[src/rtl/bitclk_lock_ctrl.sv]
// Lock-state controller for bit-clock recovery: sequences the period estimator and qualifies data edges.
// Define BITCLK_LOCK_HOLDOVER_EN to include the HOLDOVER state and its hold timer.
module bitclk_lock_ctrl #(
  parameter int CLK_LEN     = 16,
  parameter int ACQ_EDGES   = 32,
  parameter int LOCK_EDGES  = 16,
  parameter int BAD_LIMIT   = 4,
  parameter int TOL_SHIFT   = 3,
  parameter int LOSS_CYCLES = 4096,
  parameter int HOLD_CYCLES = 65536
) (
  input  logic               clk,
  input  logic               rst_n,
  input  logic               enable,
  input  logic               restart,
  input  logic               edge_pulse,
  input  logic [CLK_LEN-1:0] est_period,
  output logic               est_clear,
  output logic               est_freeze,
  output logic               locked,
  output logic               holdover,
  output logic [2:0]         state,
  output logic [7:0]         err_count
);

  typedef enum logic [2:0] {
    S_IDLE   = 3'd0,
    S_ACQ    = 3'd1,
    S_VERIFY = 3'd2,
    S_LOCKED = 3'd3,
    S_HOLD   = 3'd4
  } state_t;

  localparam int ACQ_W  = $clog2(ACQ_EDGES + 1);
  localparam int GOOD_W = $clog2(LOCK_EDGES + 1);
  localparam int BAD_W  = $clog2(BAD_LIMIT + 1);
  localparam int SIL_W  = $clog2(LOSS_CYCLES + 1);

  state_t             state_q, state_nxt;
  logic [ACQ_W-1:0]   acq_q, acq_nxt;
  logic [GOOD_W-1:0]  good_q, good_nxt;
  logic [BAD_W-1:0]   bad_q, bad_nxt;
  logic [SIL_W-1:0]   sil_q, sil_nxt;
  logic [CLK_LEN-1:0] phase_q, phase_nxt;
  logic [CLK_LEN-1:0] tol;
  logic [7:0]         err_q, err_nxt;
  logic               edge_good;
  logic               loss;
  logic               acq_entry;
`ifdef BITCLK_LOCK_HOLDOVER_EN
  localparam int HOLD_W = $clog2(HOLD_CYCLES + 1);
  logic [HOLD_W-1:0]  hold_q, hold_nxt;
`endif

  function automatic logic [7:0] sat_inc8(input logic [7:0] v);
    return (v == 8'hFF) ? v : v + 8'd1;
  endfunction

  // Phase is the cycle count since the last edge, so an on-time edge sees est_period-1.
  assign tol       = est_period >> TOL_SHIFT;
  assign edge_good = (est_period >= CLK_LEN'(4)) &&
                     ((phase_q <= tol) || (phase_q >= est_period - tol));
  assign loss      = (sil_q == SIL_W'(LOSS_CYCLES));

  always_comb begin
    state_nxt = state_q;
    acq_nxt   = acq_q;
    good_nxt  = good_q;
    bad_nxt   = bad_q;
    err_nxt   = err_q;
    acq_entry = 1'b0;
    phase_nxt = (edge_pulse || (phase_q == est_period - CLK_LEN'(1))) ? '0 : phase_q + CLK_LEN'(1);
    sil_nxt   = edge_pulse ? '0 : (loss ? sil_q : sil_q + SIL_W'(1));
`ifdef BITCLK_LOCK_HOLDOVER_EN
    hold_nxt  = hold_q;
`endif

    case (state_q)
      S_IDLE: begin
        acq_entry = enable;
      end
      S_ACQ: begin
        if (restart) begin
          acq_entry = 1'b1;
        end else if (edge_pulse) begin
          acq_nxt = acq_q + ACQ_W'(1);
          if (acq_q + ACQ_W'(1) == ACQ_W'(ACQ_EDGES)) state_nxt = S_VERIFY;
        end
      end
      S_VERIFY: begin
        if (restart) begin
          acq_entry = 1'b1;
        end else if (edge_pulse) begin
          if (edge_good) begin
            good_nxt = good_q + GOOD_W'(1);
            if (good_q + GOOD_W'(1) == GOOD_W'(LOCK_EDGES)) begin
              state_nxt = S_LOCKED;
              bad_nxt   = '0;
            end
          end else begin
            good_nxt = '0;
            err_nxt  = sat_inc8(err_q);
          end
        end else if (loss) begin
          acq_entry = 1'b1;
        end
      end
      S_LOCKED: begin
        if (restart) begin
          acq_entry = 1'b1;
        end else if (edge_pulse) begin
          if (edge_good) begin
            bad_nxt = '0;
          end else begin
            bad_nxt = bad_q + BAD_W'(1);
            err_nxt = sat_inc8(err_q);
            if (bad_q + BAD_W'(1) == BAD_W'(BAD_LIMIT)) acq_entry = 1'b1;
          end
        end else if (loss) begin
`ifdef BITCLK_LOCK_HOLDOVER_EN
          state_nxt = S_HOLD;
          hold_nxt  = '0;
`else
          acq_entry = 1'b1;
`endif
        end
      end
`ifdef BITCLK_LOCK_HOLDOVER_EN
      S_HOLD: begin
        if (restart) begin
          acq_entry = 1'b1;
        end else if (edge_pulse) begin
          if (edge_good) begin
            state_nxt = S_LOCKED;
            bad_nxt   = '0;
          end else begin
            acq_entry = 1'b1;
          end
        end else if (hold_q == HOLD_W'(HOLD_CYCLES)) begin
          acq_entry = 1'b1;
        end else begin
          hold_nxt = hold_q + HOLD_W'(1);
        end
      end
`endif
      default: state_nxt = S_IDLE;
    endcase

    // Re-acquisition starts from a clean slate; disable overrides everything.
    if (acq_entry || !enable) begin
      state_nxt = enable ? S_ACQ : S_IDLE;
      acq_entry = enable;
      acq_nxt   = '0;
      good_nxt  = '0;
      bad_nxt   = '0;
      err_nxt   = '0;
      phase_nxt = '0;
      sil_nxt   = '0;
`ifdef BITCLK_LOCK_HOLDOVER_EN
      hold_nxt  = '0;
`endif
    end
  end

  always_ff @(posedge clk) begin
    if (!rst_n) begin
      state_q    <= S_IDLE;
      acq_q      <= '0;
      good_q     <= '0;
      bad_q      <= '0;
      sil_q      <= '0;
      phase_q    <= '0;
      err_q      <= '0;
      est_clear  <= 1'b0;
      est_freeze <= 1'b1;
      locked     <= 1'b0;
    end else begin
      state_q    <= state_nxt;
      acq_q      <= acq_nxt;
      good_q     <= good_nxt;
      bad_q      <= bad_nxt;
      sil_q      <= sil_nxt;
      phase_q    <= phase_nxt;
      err_q      <= err_nxt;
      est_clear  <= acq_entry;
      est_freeze <= (state_nxt != S_ACQ) && (state_nxt != S_VERIFY);
      locked     <= (state_nxt == S_LOCKED);
    end
  end

`ifdef BITCLK_LOCK_HOLDOVER_EN
  always_ff @(posedge clk) begin
    if (!rst_n) begin
      hold_q   <= '0;
      holdover <= 1'b0;
    end else begin
      hold_q   <= hold_nxt;
      holdover <= (state_nxt == S_HOLD);
    end
  end
`else
  assign holdover = 1'b0;
`endif

  assign state     = state_q;
  assign err_count = err_q;

endmodule

[config.mk]
export PLATFORM = sky130hd
export DESIGN_NAME = bitclk_lock_ctrl
export DESIGN_NICKNAME = d
export VERILOG_FILES = /design/src/rtl/bitclk_lock_ctrl.sv
export SDC_FILE = /design/constraint.sdc
export NUM_CORES = 1
export LEC_CHECK = 0
export BUFFER_PORTS_ARGS = -buffer_cell sky130_fd_sc_hd__buf_2
export CORE_MARGIN = 5
export CORE_UTILIZATION = 55
export CTS_CLUSTER_SIZE = 24
export DETAILED_ROUTE_END_ITERATION = 7
export PLACE_DENSITY = 0.74
export SLEW_MARGIN = 15
export SYNTH_ARGS = -nofsm -noshare
export SYNTH_HDL_FRONTEND = slang
export SYNTH_SLANG_ARGS = --single-unit
[constraint.sdc]
create_clock -name clk -period 6.1 [get_ports clk]
set_input_delay 1.83 -clock clk [delete_from_list [all_inputs] [get_ports clk]]
set_output_delay 1.83 -clock clk [all_outputs]
set_load 0.03 [all_outputs]
# [Yosys cells after proc, flatten, opt, wreduce, memory -nomap -nowiden]
# Cells that the tools add are included.
# W data, S select, Z words.
[op_classes] addsub=8 n_lt_le_gt_ge=3 n_eq_ne=18 mux=29 n_bitwise=4 reduce_logical=17
[ops] cell="$mux W3" n=15
[ops] cell="$add A16 B1 Y16 const B" n=1
[ops] cell="$eq A16 B16 Y1" n=1
[ops] cell="$ge A16 B16 Y1" n=1
[ops] cell="$ge A16 B3 Y1 const B" n=1
[ops] cell="$le A16 B13 Y1" n=1
[ops] cell="$sub A16 B1 Y16 const B" n=1
[ops] cell="$sub A16 B13 Y16" n=1
[ops] cell="$add A13 B1 Y13 const B" n=1
[ops] cell="$eq A13 B13 Y1 const B" n=1
[ops] cell="$ne A2 B2 Y1 const B" n=6
[ops] cell="$mux W1" n=10
[ops] cell="$eq A3 B2 Y1 const B" n=3
[ops] cell="$pmux W3 S3" n=1
[ops] cell="$add A8 B1 Y8 const B" n=1
[ops] cell="$eq A8 B8 Y1 const B" n=1
[ops] cell="$reduce_and A7 Y1" n=1
[ops] cell="$add A6 B1 Y6 const B" n=1
[ops] cell="$eq A6 B6 Y1 const B" n=1
[ops] cell="$pmux W3 S2" n=1
[ops] cell="$reduce_and A3 Y1" n=2
[ops] cell="$reduce_or A2 Y1" n=3
[ops] cell="$reduce_or A3 Y1" n=2
[ops] cell="$add A5 B1 Y5 const B" n=1
[ops] cell="other kinds (15)" n=21
[word_totals] ff_bits=57 out_inout_bits=15

# [Depth between registers and ports, before layout]
[logic_depth] ltp_word=12 mapped_depth=21

# [Worst setup path after synthesis]
# Ideal clock, no wire load.
[synth_path] path_type="in2reg" start="in est_period[0]" end="reg sil_q[6]" arrival_time_ns=5.857 path_slack_ns=0.129 path_stages=21 path_buffers=2 path_cell_list="inv_1 ha_1 inv_1 fa_1 a21oi_1 o21ai_0 a2111oi_0 o31ai_1 o311a_1 nor3_1 xnor2_1 ha_1 a21oi_1 a21boi_0 a211oi_1 o211ai_1 or4_1 nand4b_1 buf_4 buf_4 nor2_1"
[synth_via] elab_chain_len=10 elab_cells_between_ends=11 classes_between="1 x add/sub; 2 x order compare; 4 x mux; 4 x reduce/logical"
[synth_rtl] element="from (decl)" line="17" rtl="input logic [CLK_LEN-1:0] est_period,"
[synth_rtl] element="$sub A16 B13 Y16" line="62" rtl="((phase_q <= tol) || (phase_q >= est_period - tol));"
[synth_rtl] element="$ge A16 B16 Y1" line="62"
[synth_rtl] element="$logic_or A1 B1 Y1" line="62"
[synth_rtl] element="$logic_and A1 B1 Y1 (*)" line="61" rtl="assign edge_good = (est_period >= CLK_LEN'(4)) &&"
[synth_rtl] element="$mux W1 (*)" line="112" rtl="if (edge_good) begin"
[synth_rtl] element="$mux W1 (*)" line="111" rtl="end else if (edge_pulse) begin"
[synth_rtl] element="$mux W1 (*)" line="109" rtl="if (restart) begin"
[synth_rtl] element="$pmux W1 S4 (*)" line="78" rtl="case (state_q)"
[synth_rtl] element="$logic_or A1 B1 Y1 (*)" line="150" rtl="if (acq_entry || !enable) begin"
[synth_rtl] element="$reduce_or A3 Y1 (no source line) (*)"
[synth_rtl] element="to (signal assigned)" line="182" rtl="sil_q <= sil_nxt;"
[synth_rtl] element="to (decl)" line="43" rtl="logic [SIL_W-1:0] sil_q, sil_nxt;"
# Every way passes the cells marked *; elsewhere a longest branch is shown, timed or not.
# A chain may end at the register's enable or synchronous reset.

# [Worst setup path after layout]
[layout_path] start="in est_period[0]" end="reg phase_q[2]"
[layout_via] elab_chain_len=10 elab_cells_between_ends=14 classes_between="2 x add/sub; 2 x order compare; 1 x eq/ne; 4 x mux; 5 x reduce/logical"
[layout_rtl] element="$sub A16 B13 Y16" line="62"
[layout_rtl] element="$ge A16 B16 Y1" line="62"
[layout_rtl] element="$logic_or A1 B1 Y1" line="62"
[layout_rtl] element="$logic_and A1 B1 Y1" line="61"
[layout_rtl] element="$mux W1" line="112"
[layout_rtl] element="$mux W1" line="111"
[layout_rtl] element="$mux W1" line="109"
[layout_rtl] element="$pmux W1 S4" line="78"
[layout_rtl] element="$logic_or A1 B1 Y1" line="150"
[layout_rtl] element="$reduce_or A3 Y1 (no source line) (*)"
[layout_rtl] element="to (signal assigned)" line="183" rtl="phase_q <= phase_nxt;"
[layout_rtl] element="to (decl)" line="44" rtl="logic [CLK_LEN-1:0] phase_q, phase_nxt;"
# Marks and branches as above.

==> run metrics <==
Clock Latency Late Sink roughly 340 ps; initial core utilization 0.558; Post-synth EDFFs 0; Max-Cap Viols 0; global-route wire length before repair 19100 um; Register Area roughly 1100 um2; Cell Area, Synth about 4500 um2; met3 wire len 577 um; max incr delay on CP roughly 550 ps; area taken by multi-input logic gates around 3300 um2; routed wire length roughly 12000 um; CTS tree done; row cnt 33; share of layout cells above drive strength 1 0.213; CTS Buffer Depth 2; final worst path period share 0.991; sequential-to-total area share from yosys stat 0.251; DR WL/cell 15.6 um; largest net degree at the start of global routing 17; Die Area slightly above 10000 um2; Pwr Density about 160 nW/um2; die extent in y approximately 100 um; Most used DFF post-synth dfxtp_1; Yosys cell types 67; final setup fails 0; Final Hold Vio Count 0; Layout area overhead 21.4%; Lkg Pwr 2.25 nW; Num CTS Buffers 9; final core occ 0.678; drt via density between 5 and 6; DR DRC count 0; First DRT Iteration DRCs about 200; Final Cell Area between 5000 and 6000 um2; CTS root buf clkbuf_8; Ys Warns 0; most common library cell in the layout ignoring fill and taps dfxtp_1; commonest cells after routing, fill and taps aside 57 x dfxtp_1, 51 x ha_1, 42 x nand2_1; met1 WL 5270 um; pins over their slew limit 0; worst vdd ir about 0.11 mV; Layout fillers between 600 and 700; Crit Path Max Fanout 7; area leader, netlist dfxtp_1; initial antenna violation count 0; fmax ~0.17 GHz; clock period minus worst slack a little over 6000 ps; CP dominant cell by count buf_4; gr ovfl total 0; fraction of registers with async set/reset 0; overall power 0.897 mW; slew margin rel. 0.329; gr usage total 0.231; vias in the first global route ~4.2k; Worst-path clk slew 70 ps; CP startpoint kind input port; routed vias 4393; worst setup path class input port to flop; Final GP Congestion between 0.9 and 1; synth top area cells dfxtp_1 25%, ha_1 14%, xor2_1 6.4%; Final Net Count between 700 and 800; Hold-fix buffers, CTS 0; Mean Syn Cell Area approximately 8.1 um2; H-Tree Depth 3; post-route non-filler standard cell count between 700 and 800; met2 wire len approximately 5500 um; Die X slightly above 100 um; ANT cells 0; # clock sinks 57; Synth Instances ~560; hpwl dp 8680 um; status finished clean; cell count after placement between 700 and 800; first-pass iteration count of the detailed router 5; setup_tns 0 ps; Synth top area share 0.251; ANT nets after route 0; num ports 36; worst slew pin tran 997 ps; worst path required time 6290 ps; unrepaired setup endpoints after global routing yes; Hold Crit Class flop to flop; Area after DPL just over 5000 um2; Buffers on Ports 34; Arrival @ worst endpoint approximately 6200 ps; Max stage delay cell, worst path or4_4; CP endpoint kind flop; flops & latches, synth 57; Top Metal Used met4; worst clock skew 8.03 ps; Core Box Area around 8100 um2
-- critical path, delay by kind of cell --
kind | cells | cell delay, ps
buffers and inverters | 8 | 980
AOI/OAI and AO/OA | 9 | 1510
xor gates and xnor gates | 1 | 100
adders and majority gates | 3 | 840
and+or+nand+nor | 4 | 930
-- layout make-up --
class	count	area share
multi-input cells	453	0.604
inverters	34	0.0236
repair buffers	81	0.109
clock buffers	13	0.0306
well taps	105	0.0238
clock inverters	2	0.00227
flip-flops and latches	57	0.207
-- state kept, by name, summed over array words and instances, names as in the netlist --
name        cells
err_count       8
sil_q          13
phase_q        16
bad_q           3
est_clear       1
acq_q           6
est_freeze      1
good_q          5
locked          1
state           3
-- cell usage after synthesis, types with 3 or more instances --
master / number
a211oi_1: 6
a21oi_1: 33
buf_2: 4
nor4_1: 7
nor3b_1: 5
or2_2: 3
o211ai_1: 4
a2111oi_0: 3
inv_1: 34
and3_1: 9
nand4_1: 16
o311a_1: 3
o31ai_1: 9
nand2b_1: 6
xnor2_1: 30
and2_1: 7
or3_1: 6
nor3_2: 3
mux2i_1: 3
a21o_1: 5
or4_1: 5
nor4b_1: 3
nor3_1: 29
o21ai_0: 13
buf_4: 4
and4_1: 4
nor2_1: 41
nand3_1: 29
ha_1: 52
clkbuf_1: 6
xor2_1: 33
dfxtp_1: 57
o21a_1: 4
nand2_1: 42
-- cells by family after synthesis --
logic type | count (synthesis) | share of synthesized area
buffers and inverters | 50 | 0.0460
xor gates and xnor gates | 63 | 0.122
adders and majority gates | 53 | 0.148
other | 1 | 0.000826
and+or+nand+nor | 226 | 0.266
AOI/OAI and AO/OA | 105 | 0.157
muxes | 4 | 0.00909
DFF | 57 | 0.251
-- power by group --
group          switching (mW)  internal (mW)
sequential            0.00207          0.374
clock                   0.153          0.178
combinational           0.102         0.0876
-- per-layer routing --
metal  track usage  vias up
li1              -     2191
met1         0.304     2055
met2         0.378      124
met3        0.0394       23
met4        0.0819        0
met5             0        -
-- path summary, 6_finish.rpt --
| check | startpoint | endpoint | slack (ps) | cells past startpoint |
|---|---|---|---|---|
| min | bad_q[1] | bad_q[1] | 480 | 2 |
| min reg2reg | bad_q[1] | bad_q[1] | 480 | 2 |
| max | est_period[0] | phase_q[2] | 60 | 25 |
| max reg2reg | phase_q[7] | locked | 3110 | 9 |
-- repair_timing --
action,CTS,global route
cloned,2,1
gates resized for setup,10,35
buffers inserted,3,4
setup endpoints to repair,56,56
endpoints found under the hold margin,0,0
pin swaps,4,21
-- through the flow --
| stage | setup slack (ps) | hold slack, ps |
|---|---|---|
| global route | -71.1 | 501 |
| detailed placement | -577 | 467 |
| finish | 57.7 | 475 |
| global placement | -480 | 460 |
| floorplan | 129 | 445 |
| CTS | 18.3 | 478 |
Note: power is estimated with default switching activity, not from simulation.
